$ cat src/rtl/hex_entry.sv
// hex_entry
//   Button-driven 16-bit hex value editor. Four raw push-buttons are
//   synchronized and debounced. Their press edges move a digit cursor or
//   step the selected nibble up or down. A load strobe preloads the whole
//   value.
//
// Ports
//   clk        in   system clock, rising edge
//   rst        in   asynchronous active-high reset
//   btn_u      in   raw button: increment selected nibble (wraps F->0)
//   btn_d      in   raw button: decrement selected nibble (wraps 0->F)
//   btn_l      in   raw button: cursor toward MSB (wraps 3->0)
//   btn_r      in   raw button: cursor toward LSB (wraps 0->3)
//   load       in   one-cycle strobe: value <= load_val; discards button events
//   load_val   in   16-bit preload value
//   value      out  current 16-bit value; nibble k drives display digit k
//   digit_sel  out  selected nibble index, 0 = bits [3:0]
//   press      out  one-cycle pulse in the cycle after an accepted edit
module hex_entry #(
  parameter int unsigned DEBOUNCE_CYCLES = 1000000
) (
  input  logic        clk,
  input  logic        rst,
  input  logic        btn_u,
  input  logic        btn_d,
  input  logic        btn_l,
  input  logic        btn_r,
  input  logic        load,
  input  logic [15:0] load_val,
  output logic [15:0] value,
  output logic [1:0]  digit_sel,
  output logic        press
);

  localparam int unsigned CW = $clog2(DEBOUNCE_CYCLES);
  localparam logic [CW-1:0] CNT_MAX = CW'(DEBOUNCE_CYCLES - 1);
  localparam logic [CW-1:0] CNT_ONE = CW'(1);

  // Button index: 0 = up, 1 = down, 2 = left, 3 = right
  logic [3:0]    raw;
  logic [3:0]    s1_q, s2_q;
  logic [3:0]    stable_q, stable_d;
  logic [3:0]    stable_dly_q;
  logic [CW-1:0] cnt_q [4];
  logic [CW-1:0] cnt_d [4];
  logic [3:0]    ev;

  logic [15:0]   value_q, value_d;
  logic [1:0]    sel_q, sel_d;
  logic          press_q, press_d;
  logic [3:0]    nib;

  assign raw = {btn_r, btn_l, btn_d, btn_u};

  // A level change is accepted only after s2 has differed from the
  // debounced level for DEBOUNCE_CYCLES consecutive edges. Any return to
  // the old level clears the count.
  always_comb begin
    for (int unsigned i = 0; i < 4; i++) begin
      stable_d[i] = stable_q[i];
      cnt_d[i]    = '0;
      if (s2_q[i] != stable_q[i]) begin
        if (cnt_q[i] == CNT_MAX) begin
          stable_d[i] = s2_q[i];
        end else begin
          cnt_d[i] = cnt_q[i] + CNT_ONE;
        end
      end
    end
  end

  always_ff @(posedge clk or posedge rst) begin
    if (rst) begin
      s1_q         <= '0;
      s2_q         <= '0;
      stable_q     <= '0;
      stable_dly_q <= '0;
      for (int unsigned i = 0; i < 4; i++) begin
        cnt_q[i] <= '0;
      end
    end else begin
      s1_q         <= raw;
      s2_q         <= s1_q;
      stable_q     <= stable_d;
      stable_dly_q <= stable_q;
      for (int unsigned i = 0; i < 4; i++) begin
        cnt_q[i] <= cnt_d[i];
      end
    end
  end

  // Press edges only; release edges and held levels produce nothing.
  assign ev = stable_q & ~stable_dly_q;

  assign nib = value_q[{sel_q, 2'b00} +: 4];

  // One action per cycle in strict priority. Lower-priority events in the
  // same cycle are lost because ev lasts only one cycle.
  always_comb begin
    value_d = value_q;
    sel_d   = sel_q;
    press_d = 1'b0;
    if (load) begin
      value_d = load_val;
    end else if (ev[0]) begin
      value_d[{sel_q, 2'b00} +: 4] = nib + 4'd1;
      press_d = 1'b1;
    end else if (ev[1]) begin
      value_d[{sel_q, 2'b00} +: 4] = nib - 4'd1;
      press_d = 1'b1;
    end else if (ev[2]) begin
      sel_d   = sel_q + 2'd1;
      press_d = 1'b1;
    end else if (ev[3]) begin
      sel_d   = sel_q - 2'd1;
      press_d = 1'b1;
    end
  end

  always_ff @(posedge clk or posedge rst) begin
    if (rst) begin
      value_q <= '0;
      sel_q   <= '0;
      press_q <= 1'b0;
    end else begin
      value_q <= value_d;
      sel_q   <= sel_d;
      press_q <= press_d;
    end
  end

  assign value     = value_q;
  assign digit_sel = sel_q;
  assign press     = press_q;

endmodule

$ cat config.mk
export PLATFORM = sky130hd
export DESIGN_NAME = hex_entry
export DESIGN_NICKNAME = d
export VERILOG_FILES = /design/src/rtl/hex_entry.sv
export SDC_FILE = /design/constraint.sdc
export NUM_CORES = 1
export LEC_CHECK = 0
export CORE_ASPECT_RATIO = 0.9
export CORE_UTILIZATION = 61
export CTS_BUF_LIST = sky130_fd_sc_hd__clkbuf_8
export DETAILED_ROUTE_END_ITERATION = 8
export GPL_TIMING_DRIVEN = 0
export PLACE_DENSITY = 0.92
export SYNTH_ARGS = -nofsm -noshare
export SYNTH_HDL_FRONTEND = slang
export SYNTH_SLANG_ARGS = --single-unit
$ cat constraint.sdc
create_clock -name clk -period 5 [get_ports clk]
set_input_delay 1 -clock clk [delete_from_list [all_inputs] [get_ports clk]]
set_output_delay 1 -clock clk [all_outputs]
set_load 0.02 [all_outputs]
==> flow_metrics.py <==
metrics = {
    "status": {
        "status": "completed",
    },
    "setup_path": {
        "crit_fanout": 8,
        "critical-path-top-delay-family": "buffers and inverters",
        "cp-end-kind": "primary output",
        "crit_path_top_delay_cell": "clkdlybuf4s50_1",
        "critPathKind": "reg2out",
        "worstPathRequired_ps": 4000,
        "critPathLaunchType": "register",
        "cp.arrival_ps": 1630,
        "critPathBufInv": 1,
        "path_cells": "clkdlybuf4s50_1",
        "cp_slowest_stage_delay_ps": 670,
    },
    "power": {
        "p_sw_frac": 0.234,
        "power.switching_mw": 0.491,
        "p_seq_frac": 0.466,
        "p_leak_nw": 2.66,
        "finalPower_mw": 2.10,
        "p_clk_frac": 0.449,
        "vdd_ir_drop_max_mv": 0.179,
        "comb_power_share": 0.085,
        "pwr_density_cell_nw_per_um2": 311,
        "intPower_mw": 1.60,
    },
    "global_route": {
        "grt_pass1_wl_um": 21900,
        "first_global_vias": 4670,
        "overflow": 0,
        "track_usage": 0.283,
        "grt_max_degree": 78,
        "antenna_found_initial": 0,
    },
    "route": {
        "drc": 0,
        "vias_per_cell": 6.30,
        "vias": 4791,
        "drt_wl_total_um": 13000,
        "firstDrtPassIters": 5,
        "postRouteAntennaNets": 0,
        "wl_per_cell_um": 17.1,
        "drt_iter0_drc": 283,
    },
    "placement": {
        "dpl.hpwl_um": 8570,
        "dp_cells": 730,
        "place_area_um2": 6300,
        "io_buffers": 40,
        "dp_slack_ps": 2450,
        "place.gp.congestion": 0.899,
    },
    "synth": {
        "yosys.area_share.simple": 0.231,
        "syn_area_per_cell_um2": 10.1,
        "synthMuxAreaShare": 0.0267,
        "synth.largest_area_cell": "dfrtp_1",
        "syn-cell-area_um2": 5710,
        "synthArstFlopShare": 1.00,
        "yosysWarnings": 0,
        "yosysSeqAreaShare": 0.504,
        "synth_fp_nets": 600,
        "synth_compound_area_frac": 0.111,
        "synth_top_area_frac": 0.504,
        "ys_ff_latch": 115,
        "synth-edff-count": 0,
        "synthAdderAreaFrac": 0.0219,
        "synth.distinct_cells": 49,
        "synthTopCellsByArea": "dfrtp_1 (50%), xnor2_1 (5.4%), nor2_1 (4.4%), a21oi_1 (3.2%), nand3_1 (3.2%)",
        "synth_top_family_by_area": "simple AND/OR/NAND/NOR gates",
        "syn_inst": 567,
        "synth_xor_xnor_area_share": 0.0782,
        "synth_ff_type": "dfrtp_1",
    },
    "timing": {
        "fin_tns_setup_ps": 0,
        "rsz0062_at_grt": "no",
        "whs_ps": 361,
        "min_period_ps": 2630,
        "max_freq_mhz": 380,
        "hold_viol": 0,
        "fin_skew_ps": 11.5,
        "tightest_slew_ps": 515,
        "final.setup.worst_slack_ps": 2370,
        "final.period_utilization": 0.526,
        "slew_viol_final": 0,
        "setup_violations": 0,
        "slew_headroom": 0.657,
    },
    "cts": {
        "cts_sinks": 115,
        "path_clk_slew_ps": 70,
        "postCtsSetupBuffers": 0,
        "clockRootBuffer": "clkbuf_8",
        "insertion_delay_ps": 420,
        "cts_hold_buf": 0,
        "cts_tree": "yes",
        "cts-resized-gates": 0,
        "numCtsBuffers": 17,
        "cts_buffer_depth": 2,
        "htreeDepth": 4,
    },
    "floorplanning": {
        "die_x_um": 104,
        "core_area_um2": 9080,
        "initial_core_util": 0.629,
        "io_pins": 42,
        "die_area_um2": 9760,
        "fp.dieH_um": 93.8,
        "num_rows": 33,
    },
    "layout": {
        "drive_above_1_share": 0.0642,
        "layout_common_cells": "dfrtp_1 (115), nor2_1 (67), clkdlybuf4s50_1 (40)",
        "stdcell_area_um2": 6730,
        "final_common_cell": "dfrtp_1",
        "antenna_cells": 0,
        "final_util": 0.741,
        "nNetsFinal": 660,
        "syn_to_final_growth_pct": 17.8,
        "layout.cells.non_filler": 761,
    },
    "worst_hold_path": {
        "hold_class": "reg2reg",
    },
    "run": {
        "maxCapViolCount": 0,
    },
}
-- power groups by stage --
| stage | logic (mW) | clock network (mW) | registers [mW] |
|---|---|---|---|
| final | 0.179 | 0.940 | 0.977 |
| after floorplan | 0.0893 | 0 | 1.00 |
| after CTS | 0.178 | 0.950 | 0.976 |
| after detailed placement | 0.175 | 0 | 0.993 |
| after global placement | 0.166 | 0 | 0.991 |
| after global routing | 0.194 | 0.995 | 0.979 |
-- worst register-to-register path: stages (launching register included) --
cell and delay [ps]:
dfrtp_1 420, buf_6 170, mux4_2 610, inv_1 100, ha_1 230, xnor2_1 390
nor2_1 120, a221o_1 280
-- state kept, by name (all words and copies together), names as in the netlist --
| register | cells |
|---|---|
| stable_q | 4 |
| value | 16 |
| s2_q | 4 |
| cnt_q | 80 |
| digit_sel | 2 |
| stable_dly_q | 4 |
| s1_q | 4 |
| press | 1 |
-- cell usage after synthesis (6+ instances only) --
| cell type | count |
|---|---|
| dfrtp_1 | 115 |
| nor2_1 | 67 |
| a21oi_1 | 36 |
| nand3_1 | 36 |
| xnor2_1 | 35 |
| nand2_1 | 34 |
| o21ai_0 | 22 |
| inv_1 | 20 |
| or3_1 | 20 |
| or4_1 | 18 |
| o31ai_1 | 17 |
| xor2_1 | 16 |
| clkbuf_1 | 11 |
| ha_1 | 10 |
| nor4_1 | 10 |
| and2_1 | 9 |
| a221o_1 | 7 |
| nand4_1 | 7 |
| nor3_1 | 7 |
| a31oi_1 | 6 |
| nand4b_1 | 6 |
-- area by class of cell --
class	instances	area (um2)
inverters	21	81.3
plain buffers	16	80.1
clock inverters	11	160
well taps	122	153
multi-input cells	415	2680
flip-flops and latches	115	2880
repair buffers	41	428
fillers	593	2350
clock buffers	20	275
-- path summary, 6_finish.rpt --
path | endpoint | cells after the start | slack, ps | startpoint
setup / recovery | digit_sel[1] | 1 | 2370 | digit_sel[1]
hold / removal | s2_q[1] | 0 | 360 | s1_q[1]
setup reg to reg | value[1] | 7 | 2570 | digit_sel[0]
hold reg to reg | s2_q[1] | 0 | 360 | s1_q[1]
max in group asynchronous | cnt_q[21] | 3 | 3280 | rst
min in group asynchronous | cnt_q[50] | 2 | 970 | rst
-- logic make-up (layout without fill, tap and decap cells) --
group | after synthesis | after routing
fa+ha+maj | 10 | 10
compound gates | 100 | 100
xor+xnor | 51 | 51
flops | 115 | 115
mux | 9 | 9
buf+inv | 37 | 109
simple gates | 245 | 245
-- metal layers --
metal,wire (um),track usage,vias up
met2,6220,0.477,247
met5,0,0,-
met3,988,0.0631,38
met4,336,0.104,0
met1,5440,0.363,2328
li1,-,-,2178
(Power assumes the default switching activity.)
